[src/rtl/srl_tap_pkg.sv]
// Shared sizing, types and helpers for the addressable SRL tap reader.
package srl_tap_pkg;

    localparam int unsigned N_DEF     = 8;
    localparam int unsigned DEPTH_DEF = 32;

    // Address/fill width: must hold the value DEPTH itself, not just DEPTH-1.
    function automatic int unsigned tap_aw(input int unsigned depth);
        return $clog2(depth + 1);
    endfunction

    localparam int unsigned AW_DEF  = tap_aw(DEPTH_DEF);
    localparam int unsigned TAP_MAX = DEPTH_DEF - 1;

    typedef logic [AW_DEF-1:0] tap_addr_t;

endpackage

[src/rtl/srl_fill_counter.sv]
// Saturating fill-level counter for the shift chain; clr beats e for old data.
module srl_fill_counter
    import srl_tap_pkg::*;
#(
    parameter int unsigned DEPTH = DEPTH_DEF,
    parameter int unsigned AW    = tap_aw(DEPTH)
) (
    input  logic          clk,
    input  logic          rst_n,
    input  logic          e_i,
    input  logic          clr_i,
    output logic [AW-1:0] fill_o,
    output logic          full_o
);

    logic [AW-1:0] fill_q, fill_d;
    logic          full_q, full_d;

    always_comb begin
        fill_d = fill_q;
        if (clr_i) begin
            // A word shifted in alongside clr is the first valid entry.
            fill_d = e_i ? AW'(1) : '0;
        end else if (e_i && (fill_q != AW'(DEPTH))) begin
            fill_d = fill_q + AW'(1);
        end
        full_d = (fill_d == AW'(DEPTH));
    end

    always_ff @(posedge clk or negedge rst_n) begin
        if (!rst_n) begin
            fill_q <= '0;
            full_q <= 1'b0;
        end else begin
            fill_q <= fill_d;
            full_q <= full_d;
        end
    end

    assign fill_o = fill_q;
    assign full_o = full_q;

endmodule

[src/rtl/srl_tap_reader.sv]
// Addressable shift-register delay line with fill-masked tap read.
// Define SRL_TAP_OUTREG_EN to register y/y_vld (one cycle read latency).
module srl_tap_reader
    import srl_tap_pkg::*;
#(
    parameter int unsigned N     = N_DEF,
    parameter int unsigned DEPTH = DEPTH_DEF,
    parameter int unsigned AW    = tap_aw(DEPTH)
) (
    input  logic          clk,
    input  logic          rst_n,
    input  logic [N-1:0]  a,
    input  logic          e,
    input  logic          clr,
    input  logic [AW-1:0] addr,
    output logic [N-1:0]  y,
    output logic          y_vld,
    output logic [AW-1:0] fill,
    output logic          full
);

    logic [N-1:0] chain_q [DEPTH];
    logic [N-1:0] tap_c;
    logic [N-1:0] y_c;
    logic         y_vld_c;

    // No reset on the chain so synthesis can map it onto SRL primitives.
    always_ff @(posedge clk) begin
        if (e) begin
            chain_q[0] <= a;
            for (int k = 1; k < DEPTH; k++) begin
                chain_q[k] <= chain_q[k-1];
            end
        end
    end

    srl_fill_counter #(
        .DEPTH (DEPTH),
        .AW    (AW)
    ) u_fill (
        .clk    (clk),
        .rst_n  (rst_n),
        .e_i    (e),
        .clr_i  (clr),
        .fill_o (fill),
        .full_o (full)
    );

    // Compare-based mux never indexes past the chain for addr >= DEPTH.
    always_comb begin
        tap_c = '0;
        for (int k = 0; k < DEPTH; k++) begin
            if (addr == AW'(k)) begin
                tap_c = chain_q[k];
            end
        end
        y_vld_c = (addr < fill);
        y_c     = y_vld_c ? tap_c : '0;
    end

`ifdef SRL_TAP_OUTREG_EN
    logic [N-1:0] y_q;
    logic         y_vld_q;

    always_ff @(posedge clk or negedge rst_n) begin
        if (!rst_n) begin
            y_q     <= '0;
            y_vld_q <= 1'b0;
        end else begin
            y_q     <= y_c;
            y_vld_q <= y_vld_c;
        end
    end

    assign y     = y_q;
    assign y_vld = y_vld_q;
`else
    assign y     = y_c;
    assign y_vld = y_vld_c;
`endif

endmodule

[config.mk]
export PLATFORM = sky130hd
export DESIGN_NAME = srl_tap_reader
export DESIGN_NICKNAME = d
export VERILOG_FILES = /design/src/rtl/srl_tap_pkg.sv /design/src/rtl/srl_fill_counter.sv /design/src/rtl/srl_tap_reader.sv
export SDC_FILE = /design/constraint.sdc
export NUM_CORES = 1
export LEC_CHECK = 0
export ABC_CLOCK_PERIOD_IN_PS = 3200
export BUFFER_PORTS_ARGS = -buffer_cell sky130_fd_sc_hd__buf_2
export CAP_MARGIN = 20
export CORE_MARGIN = 3
export CORE_UTILIZATION = 58
export DETAILED_ROUTE_END_ITERATION = 12
export PLACE_DENSITY = 0.75
export SLEW_MARGIN = 20
export SYNTH_ARGS = -nofsm -noshare
export SYNTH_HDL_FRONTEND = slang
export SYNTH_SLANG_ARGS = --single-unit
[constraint.sdc]
create_clock -name clk -period 3.2 [get_ports clk]
set_input_delay 0.48 -clock clk [delete_from_list [all_inputs] [get_ports clk]]
set_output_delay 0.48 -clock clk [all_outputs]
set_load 0.005 [all_outputs]
=== Word-level counts from Yosys, hierarchy flattened ===
Memories as Yosys holds them, arrays and structs flattened.
Cells that the tools add are included.

* Flip-flop bits (word level): 7
* Memories kept: 1
* Bits of input ports: 18
* Logic and storage cells: 78
* Memory bits (writable): 256

{| class="wikitable"
|+ Memory list
! memory !! depth !! width !! read ports !! clocked after Yosys merged registers in !! write ports !! line !! RTL
|-
| chain_q || 32 || 8 || 32 || 0 || 32 || srl_tap_reader.sv:22 || <nowiki>logic [N-1:0] chain_q [DEPTH];</nowiki>
|}

* $add $sub $neg: 1
* Order comparisons: 1
* Reductions and logical operators: 2
* Muxes and demuxes: 38
* Equality and inequality tests: 33

{| class="wikitable"
|+ Operators by type and width
! operator !! count
|-
| 8-bit two-way mux || 33
|-
| 6-bit by 5-bit equality test with 1-bit output (second input constant) || 16
|-
| 6-bit by 4-bit equality test with 1-bit output (second input constant) || 8
|-
| 6-bit by 3-bit equality test with 1-bit output (second input constant) || 4
|-
| 6-bit by 2-bit equality test with 1-bit output (second input constant) || 2
|-
| 6-bit two-way mux || 2
|-
| 6-bit by 1-bit adder with 6-bit output (second input constant) || 1
|-
| 6-bit by 1-bit equality test with 1-bit output (second input constant) || 1
|-
| 6-bit equality test (second input constant) || 1
|-
| 6-bit logical NOT || 1
|-
| 6-bit less-than comparator || 1
|-
| 6-bit inequality test (second input constant) || 1
|-
| 1-bit two-way mux || 3
|-
| 1-bit logical AND || 1
|}

=== Depth between registers and ports, before layout ===
Gate-level depths: netlist of the first run.

* Word-level depth: 34
* Depth in mapped cells: 10
* Gate-level depth less buffers: 8

=== By module ===
From an unflattened synthesis of the first run, not the netlist that was laid out.

* Cells, all modules: 828
* Area total of the unflattened synthesis: 11807.6 µm²

{| class="wikitable"
|+ By module, submodules not included
! module !! area each (µm²) !! times used !! seq. area each (µm²) !! cells each
|-
| srl_tap_reader || 11354.6 || 1 || 7687.4 || 785
|-
| srl_fill_counter || 452.9 || 1 || 175.2 || 43
|}

=== Worst setup path after synthesis of the first run ===
OpenSTA, ideal clock, no wires.

* Kind: input port to output port
* Start point: input port addr[4]
* End point: output port y[0]
* Arrival time: 2.073 ns
* Path slack: 0.647 ns
* Path buffers: 2
* Cell stages on the path: 8
* Path through: buf_2 > or4b_4 > buf_6 > a221oi_2 > a221oi_1 > or3_1 > a31oi_1 > o21a_1

* Longest elaborated chain between the ends: 34

{| class="wikitable"
|+ RTL lines
! item !! line !! RTL
|-
| from (decl) || srl_tap_reader.sv:15 || <nowiki>input logic [AW-1:0] addr,</nowiki>
|-
| 6-bit logical NOT || srl_tap_reader.sv:53 || <nowiki>if (addr == AW'(k)) begin</nowiki>
|-
| 8-bit two-way mux (32 in a row) || srl_tap_reader.sv:53 ||
|-
| 8-bit two-way mux * || srl_tap_reader.sv:58 || <nowiki>y_c = y_vld_c ? tap_c : '0;</nowiki>
|-
| to (decl) || srl_tap_reader.sv:16 || <nowiki>output logic [N-1:0] y,</nowiki>
|}

Mark *: on every way between the ends. The rest lies on a longest branch, timed or not.

=== Worst setup path after layout of the first run ===
* Start point: input port addr[5]
* End point: output port y[6]

The elaborated chain is that of the path after synthesis.

==> impl.org, run 1 <==
** Setup path
- Startpoint type of the worst setup path :: primary input
- Data arrival time of the critical path :: 2.62 ns
- Endpoint class of the critical path :: output pin
- Largest driver fanout on the critical path :: 19
- Start point of the critical path :: addr[5]
- WP data required :: 2.72 ns
- The critical path is of the in2out type.
- Reg-to-reg setup timing slack :: 1.39 ns
- Reg2reg start :: u_fill.fill_o[0]

** Placed design
- The count of buffers added on input and output ports is 33.
- In this run the cell area measured after placement is 0.0120 mm2.
- The congestion estimate from routability-driven global placement came to around 0.88.
- After legalization and detailed placement, the total HPWL measured roughly 17000 um.
- Post-place setup slack :: around 0.071 ns

** Detailed routing
- Drt wl/cell :: ~23 um
- Vias after detailed routing :: between 7000 and 8000
- The count of nets left with antenna violations once routing finished came out at 0.
- After detailed routing, the met3 layer carries 1910 um of wire.
- Routed signal wires occupy layers up through met4.
- The first detailed-routing pass ran for 5 iterations.
- Met2 Routed Length :: approximately 12000 um
- Wire length on met1 :: roughly 11000 um
- Number of remaining DRC errors :: 0
- Detailed Route Iter0 Violations :: 848
- After detailed routing, the number of vias per cell comes to 6.44.
- The final layout contains routed wiring with a total length of 25800 um.

** Clocking
- Clock Tree Root :: sky130_fd_sc_hd__clkbuf_16
- Insertion delay of the later-clocked pin in the worst-skew pair :: 0.54 ns
- Clock-pin slew was measured on the worst setup and hold paths at about 0.06 ns.
- Counting every sink on the clock net gives ~260.
- Level count of the clock H-tree :: 1
- TritonCTS built the clock tree.
- Deepest clock path buffer count :: 3
- Clock buffers created by TritonCTS :: 26

** Global routing
- Entering global routing, the biggest net connects 130 pins.
- The first global-routing pass estimated 40700 um of wire.
- The initial antenna violation count was 0.
- Global routing consumed, over all layers together, 24.2% of the routing resources.
- Residual overflow from global routing :: 0
- Vias in the first global route :: 7117

** Layout
- Of the cells placed in the final design, the portion with a size suffix greater than 1 is about a fifth.
- Layout Area Growth over Synthesis :: 14.0%
- For this run, the share of the core covered by cells in the final layout is ~68%.
- The final layout contains 858 nets.
- Summing all flip-flop and latch instances after layout gives 0.00786 mm2.
- With fillers left out, the area of the finished cells amounts to 0.0129 mm2.
- In the final layout, the multi-input gates occupy roughly 0.0032 mm2.
- The repair_antennas step left the layout with diodes totalling 0.
- Fillers :: approximately 1300
- Leaving out fill and tap cells, the most frequent cell in the layout is sky130_fd_sc_hd__edfxtp_1.
- The top cell types in the final layout, fill and taps aside, are sky130_fd_sc_hd__edfxtp_1, sky130_fd_sc_hd__buf_4, sky130_fd_sc_hd__nand2_1.

** Floorplan
- Width of the die :: 146 um
- Number of cell rows :: 50
- DIE AREA :: 0.0212 mm2
- I/O pin count :: 34
- Once the floorplan was initialized, standard cells occupied 59.8% of the core.
- Vert. Die Dim :: ~150 um
- In this run the standard cell core region covers 0.0189 mm2.

** Synthesis
- Number of instances in the synthesized netlist :: ~770
- The synthesized design devotes to its leading area cell type 68.0% of total area.
- Distinct cell type count of the synthesized netlist :: 76
- The synthesized design spends more area on one cell type than any other, namely sky130_fd_sc_hd__edfxtp_1.
- For this run, the number of Yosys warnings is 0.
- Sorting the synthesized cells by area gives the leading types as sky130_fd_sc_hd__edfxtp_1, sky130_fd_sc_hd__mux2i_1, sky130_fd_sc_hd__mux4_2, sky130_fd_sc_hd__o21ai_0, sky130_fd_sc_hd__a21oi_1.
- Number of synthesized flops with an enable pin :: 256
- Asr flop ratio synth :: under 10%
- Avg Synthesized Cell Area :: about 15 um2
- Post-synth design cell area :: 0.0113 mm2
- Post-Synthesis Net Count :: 791
- The most used flip-flop cell after synthesis is sky130_fd_sc_hd__edfxtp_1.
- Sequential share of the synthesized area :: 69.6%
- In this run, synthesis produced a sequential element count of 263.

** STA
- Final-layout setup total negative slack :: 0 ns
- In the post-route analysis, the smallest setup slack over all paths is 0.0973 ns.
- At the pin with the least slew margin, the transition time is 0.723 ns.
- The worst path uses a little over nine tenths of the clock period.
- Top achievable clock speed :: 322 MHz
- Setup violations remaining at the end of the flow were counted as 0.
- Worst Skew :: 0.0174 ns
- Headroom to the max-slew limit came out at 51.8%.
- After layout, the minimum clock period comes to ~3.1 ns.
- The number of pins exceeding their max-slew limit in the final report was 0.
- Final hold viol count :: 0

** Worst hold path
- The tightest min-delay check is of the in2reg type.
- Hold Crit Start :: a[0]

** Power and ir drop
- IR analysis of the VDD net gives a maximum drop of 373 uV.
- For this design the static power due to leakage is 4.49 nW.
- For this design the ratio of total power to cell area is 587 mW/mm2.

** Status
- Status :: complete, no violations

** Job
- Max-capacitance violation count :: 0
==> worst paths after layout <==
check                                        end  cells past startpoint
worst max-delay path                        y[6]                      8
worst min-delay path               chain_q[0][0]                      1
worst max register to register     u_fill.full_o                      8
worst min register to register   chain_q[0][111]                      0
max in group asynchronous       u_fill.fill_o[2]                      2
min in group asynchronous          u_fill.full_o                      2
==> registers in the layout (all words and copies together) (netlist names) <==
| name | cells |
|---|---|
| chain_q | 256 |
| u_fill.fill_o | 6 |
| u_fill.full_o | 1 |
==> power breakdown <==
group | internal (mW) | total (mW) | switching (mW)
registers | 4.01 | 4.12 | 0.108
logic | 0.212 | 0.545 | 0.333
clock network | 1.65 | 2.90 | 1.25
==> synth_stat cells, drive strengths merged, types with 3 or more instances <==
cell type	n
a22oi	7
a211oi	9
nor2b	9
mux2i	29
nor4b	4
ha	7
o32ai	7
nand2	42
o21a	8
clkbuf	17
o211ai	6
a31oi	9
or2	3
nand4bb	3
dfrtp	7
a21oi	39
xnor2	6
nand4	3
nor3	14
nor2	35
a32oi	4
a221oi	7
nor4	7
nand3	11
a211o	3
nor3b	3
buf	36
o21ai	44
edfxtp	256
o31ai	4
mux4	10
nand2b	16
inv	16
o221ai	12
mux2	17
a21o	4
or4b	3
o22ai	14
==> routing by layer <==
layer	up-vias	track usage (%)
li1	3180	-
met1	3567	34.9
met2	350	37.9
met3	69	4.48
met4	0	8.02
met5	-	0
==> metrics by stage <==
stage | hold WS [ns] | cells | power, mW
floorplan | 0.184 | 766 | 4.44
global placement | 0.313 | 1060 | 4.69
detailed placement | 0.319 | 1060 | 4.71
CTS | 0.112 | 1108 | 7.58
global route | 0.112 | 1112 | 7.81
finish | 0.127 | 1112 | 7.56
==> area by class of cell <==
type / count / area share (%)
clock buffer: 30 / 5.17
tap: 260 / 2.53
sequential: 263 / 61.0
inverter: 16 / 0.466
multi-input combinational: 434 / 24.5
timing repair buffer: 92 / 5.27
clock inverter: 17 / 1.06
==> logic make-up (layout without fill, tap and decap cells) <==
logic type      Yosys count  after routing  share of synthesized area [%]
flops                   263            263                           69.6
compound gates          197            197                           11.7
simple gates            168            168                           8.23
buf+inv                  69            155                           2.94
mux                      56             56                           6.26
fa+ha+maj                 7              7                          0.775
xor+xnor                  6              6                          0.465
==> timing repair <==
action | 4_1_cts | 5_1_grt
resized for setup | 5 | 7
hold buffers | 1 | 0
setup buffers | 0 | 4
pin swaps | 0 | 1
endpoints found under the setup margin | 8 | 5
endpoints found under the hold margin | 7 | 0
==> worst max-delay path: stages <==
cell	delay, ns
sky130_fd_sc_hd__buf_2	0.23
sky130_fd_sc_hd__or4b_4	0.62
sky130_fd_sc_hd__nor3_1	0.32
sky130_fd_sc_hd__nor3_1	0.11
sky130_fd_sc_hd__a211oi_1	0.36
sky130_fd_sc_hd__o21ai_1	0.17
sky130_fd_sc_hd__a21oi_1	0.19
sky130_fd_sc_hd__buf_2	0.14
No activity file was read; power rests on OpenSTA's default activity.
==> run 2: changes to the inputs <==
ABC_AREA = 1   (was unset)
GPL_ROUTABILITY_DRIVEN = 0   (was unset)
==> run 2 against run 1 <==
  * The flow now finishes with violations (setup timing)
  * Total power down 4.0%
  * Sequential power about the same
  * First-iteration DRC count down 31%
  * Combinational power down 28%
  * Core utilization up 2.7 points
  * Clock-buffer cell count up 1
  * Die area down 3.8%
  * Wire length down 15%
  * Worst setup slack worse by 0.22 ns
  * Non-clock buffer count up 17
  * Critical path type is now reg2out
  * Largest cell class unchanged
  * Highest routed layer unchanged
==> impl.org, run 2 <==
** Floorplan
- Starting density of the core :: roughly three fifths
- 34 I/O pins were placed.
- From bottom edge to top edge, the die measures 143 um.
- DIE AREA :: between 0.02 and 0.025 mm2
- Number of cell rows :: a little under 50
- Width of the die :: ~140 um
- The floorplan step defined a core boundary enclosing between 0.015 and 0.02 mm2.

** Power and ir drop
- Per report_power, the clock group accounts for between 30% and 40% of the total.
- In this run the static leakage power is 5.17 nW.
- The internal power of the cells totals 5.68 mW.
- IR analysis of the VDD net gives a maximum drop of roughly 590 uV.
- In this run switching power makes up 21.7% of total power.
- Power spread over the standard cell area amounts to 564 mW/mm2.
- Share of power burned in combinational logic :: 5.4%
- In this run, flip-flops and latches consume 56.6% of the power.
- For this design the total switching power over the nets is about 1.6 mW.
- Power consumption :: 7.26 mW

** Detailed routing
- Dividing the detail-routed via count by the number of cells gives 5.47.
- The detail route stage leaves a number of antenna-violating nets equal to 0.
- Number of iterations in the first detailed-routing pass :: 5
- For this block, the routed nets add up to 22000 um of wire.
- Number of remaining DRC errors :: 0
- Detailed Route Iter0 Violations :: 581
- Across all layers, the routed design uses around 7000 vias.
- After detailed routing, the average wire length per cell comes to approximately 17 um.

** Layout
- After routing the design area is 0.0129 mm2.
- Largest register by flop count :: chain_q
- Count of nets after finishing :: 1071
- After filler insertion, the fill cell instance count of the layout stands at 1202.
- Final Non-Filler Cells :: about 1300
- Largest register FFs :: 256
- In the layout the commonest cells are sky130_fd_sc_hd__edfxtp_1, sky130_fd_sc_hd__nand2_1, sky130_fd_sc_hd__inv_1.
- 0 antenna diodes ended up in the layout.
- The area growth from synthesis to layout is 18.7%.
- The library cell used most frequently in the layout, excluding fill and tap cells, is sky130_fd_sc_hd__edfxtp_1.
- Cells with a size suffix above 1 make up 22.2% of the layout.

** STA
- Final hold viol count :: 0
- Final worst slack :: -0.126 ns
- Setup violations remaining at the end of the flow were counted as 8.
- Rel. slew slack :: 48.6%
- Final critical path time including I/O delays and setup :: 3.33 ns
- At the pin with the least slew margin, the transition time is 0.772 ns.
- Worst Skew :: roughly 0.0088 ns
- Post-route fraction of the period consumed by the critical path :: 104%
- Setup repair after global routing could not meet its margin everywhere.
- Final slew viol count :: 0
- For this run, the top clock speed supported by timing is 301 MHz.

** Worst hold path
- Hold EP :: chain_q[0][7]
- Hold/Removal Path Class :: in2reg
- The worst hold path begins at a[7].
- Counting instances, the worst hold path has a depth of 1.

** Global routing
- After global routing the overflow that remains totals 0.
- Initial antenna violation count :: 0
- Maximum number of pins on one net before global-route repair :: about 140
- GRT Resource Usage Total :: 21.7%
- The first global-routing pass estimated between 30000 and 40000 um of wire.
- The number of global-route vias before repair was 7009.

** Setup path
- Startpoint type of the worst setup path :: register
- Endpoint class of the critical path :: output pin
- Worst-case reg-to-reg path depth :: 11
- The endpoint identified for the worst register-to-register timing path is u_fill.full_o.
- Largest driver fanout on the critical path :: 2
- Data arrival time of the critical path :: 2.85 ns
- For the worst setup path, the data required time is 2.72 ns.
- Crit path kind :: reg2out
- Start point of the critical path :: chain_q[0][14]
- In this run the critical register-to-register path is launched from u_fill.fill_o[0].
- The setup check on the worst reg-to-reg path leaves a slack of 1.38 ns.

** Synthesis
- The share of the Yosys chip area taken by registers is between 70% and 80%.
- The netlist uses 32 different library cells.
- Synth warn :: 0
- Summing every instance area after synthesis gives around 0.011 mm2.
- In this run the mean area of a mapped cell was 11.8 um2.
- Yosys reg bits :: 263
- Top cells by instance count after synthesis :: sky130_fd_sc_hd__nand2_1, sky130_fd_sc_hd__edfxtp_1, sky130_fd_sc_hd__inv_1
- Post-Synthesis Net Count :: 944
- The top cell type by area accounts for 70.9% of the synthesized area.
- Primary FF master, synth :: sky130_fd_sc_hd__edfxtp_1
- Yosys mapped a number of flops with a built-in enable equal to approximately 260.
- Number of instances in the synthesized netlist :: 919
- Most common cell in the synthesized netlist :: sky130_fd_sc_hd__nand2_1
- Ranked by total cell area, the synthesized netlist is headed by sky130_fd_sc_hd__edfxtp_1, sky130_fd_sc_hd__nand2_1, sky130_fd_sc_hd__inv_1, sky130_fd_sc_hd__nor2_1, sky130_fd_sc_hd__nand4_1.
- Summed over all instances, the cell type with the most area after synthesis is sky130_fd_sc_hd__edfxtp_1.
- Counting flops with an async set or reset pin after synthesis yields a share of under 10%.

** Placed design
- Port bufs :: 33
- Cell Count Post-Placement :: 1233
- Summed over all nets, the half-perimeter wirelength after detailed placement is 14500 um.
- In this run the cell area measured after placement is 0.0117 mm2.
- Timing analysis after detailed placement gives a worst setup slack of -0.256 ns.

** Clocking
- Clock tree from TritonCTS :: yes
- Level count of the clock H-tree :: 1
- Deepest clock path buffer count :: 3
- Clock Tree Root :: sky130_fd_sc_hd__clkbuf_16
- The tree built by TritonCTS fans out to 263 sinks.
- Insertion delay of the later-clocked pin in the worst-skew pair :: roughly 0.52 ns
- Buffers inserted during clock tree synthesis total 26.
- After clock tree synthesis, the clock-pin slew on the worst setup and hold paths is 0.06 ns.

** Status
- Status :: complete, but fails checks
- The final reports fail on setup timing.

** Job
- Max-capacitance violation count :: 0
==> run 2: worst max path at each step <==
stage,to,depth (start not counted)
after detailed placement,y[5],25
final,y[6],21
after CTS,y[4],21
after floorplan,y[0],19
after global placement,y[4],24
after global routing,y[6],21
==> run 2: worst max-delay path, stage by stage (launching register included) <==
cell                       delay (ns)
sky130_fd_sc_hd__edfxtp_1        0.39
sky130_fd_sc_hd__nand3_1         0.11
sky130_fd_sc_hd__nand3_1         0.09
sky130_fd_sc_hd__nor2_2          0.15
sky130_fd_sc_hd__nand4_1         0.11
sky130_fd_sc_hd__nor2_1          0.11
sky130_fd_sc_hd__nand4_1         0.11
sky130_fd_sc_hd__nor2_1          0.15
sky130_fd_sc_hd__nand4_1         0.11
sky130_fd_sc_hd__nand2_1         0.09
sky130_fd_sc_hd__nand4_1         0.08
sky130_fd_sc_hd__nor2_1          0.14
sky130_fd_sc_hd__nand4_1         0.10
sky130_fd_sc_hd__nand2_1         0.08
sky130_fd_sc_hd__nand3_1         0.06
sky130_fd_sc_hd__nand2_1         0.08
sky130_fd_sc_hd__nand2_1         0.05
sky130_fd_sc_hd__nand2_1         0.07
sky130_fd_sc_hd__nand3_2         0.05
sky130_fd_sc_hd__nand2_1         0.06
sky130_fd_sc_hd__inv_1           0.04
sky130_fd_sc_hd__buf_2           0.11
==> run 2: metrics by stage <==
| stage | util, % | TNS [ns] | hold slack, ns |
|---|---|---|---|
| 2_1_floorplan | - | 0 | 0.184 |
| 3_3_place_gp | 64.7 | -1.11 | 0.319 |
| 3_5_place_dp | 64.7 | -1.34 | 0.323 |
| 4_1_cts | 69.7 | -0.894 | 0.122 |
| 5_1_grt | 70.9 | -2.71 | 0.121 |
| 6_report | 70.9 | -0.713 | 0.139 |
==> run 2: cell type report <==
cell class	instances	area (um2)	share of cell area, %
tap	229	287	2.23
inverter	114	433	3.36
sequential	263	7860	61.1
timing repair buffer	109	860	6.68
multi-input combinational	532	2660	20.7
clock buffer	31	691	5.37
clock inverter	15	71.3	0.554
==> run 2: routing by layer <==
metal | up-vias | routed length [um] | track usage [%]
li1 | 3385 | - | -
met1 | 3400 | 9220 | 29.0
met2 | 248 | 11100 | 37.6
met3 | 41 | 1230 | 3.35
met4 | 0 | 483 | 5.90
met5 | - | 0 | 0
==> run 2: repair_timing <==
item	in CTS	in global routing
setup buffers	4	8
endpoints found under the hold margin	7	0
hold buffers	1	0
pin swaps	14	48
gates resized for setup	34	39
endpoints found under the setup margin	8	8
gates cloned	0	1
==> run 2: power groups by stage <==
stage	logic [mW]	clock network, mW	registers, mW
finish	0.392	2.76	4.11
CTS	0.366	2.79	4.11
global route	0.434	2.92	4.13
detailed placement	0.345	0	4.18
global placement	0.340	0	4.17
floorplan	0.162	0	4.13
==> run 2: cells by family (layout without fill, tap and decap cells) <==
| logic type | Yosys count | after routing | synth area share [%] |
|---|---|---|---|
| AND/OR/NAND/NOR | 483 | 483 | 20.1 |
| AO/OA/AOI/OAI | 42 | 42 | 2.03 |
| buffers and inverters | 124 | 269 | 4.55 |
| flip-flops | 263 | 263 | 72.5 |
| adder cells (fa/ha/maj) | 7 | 7 | 0.808 |
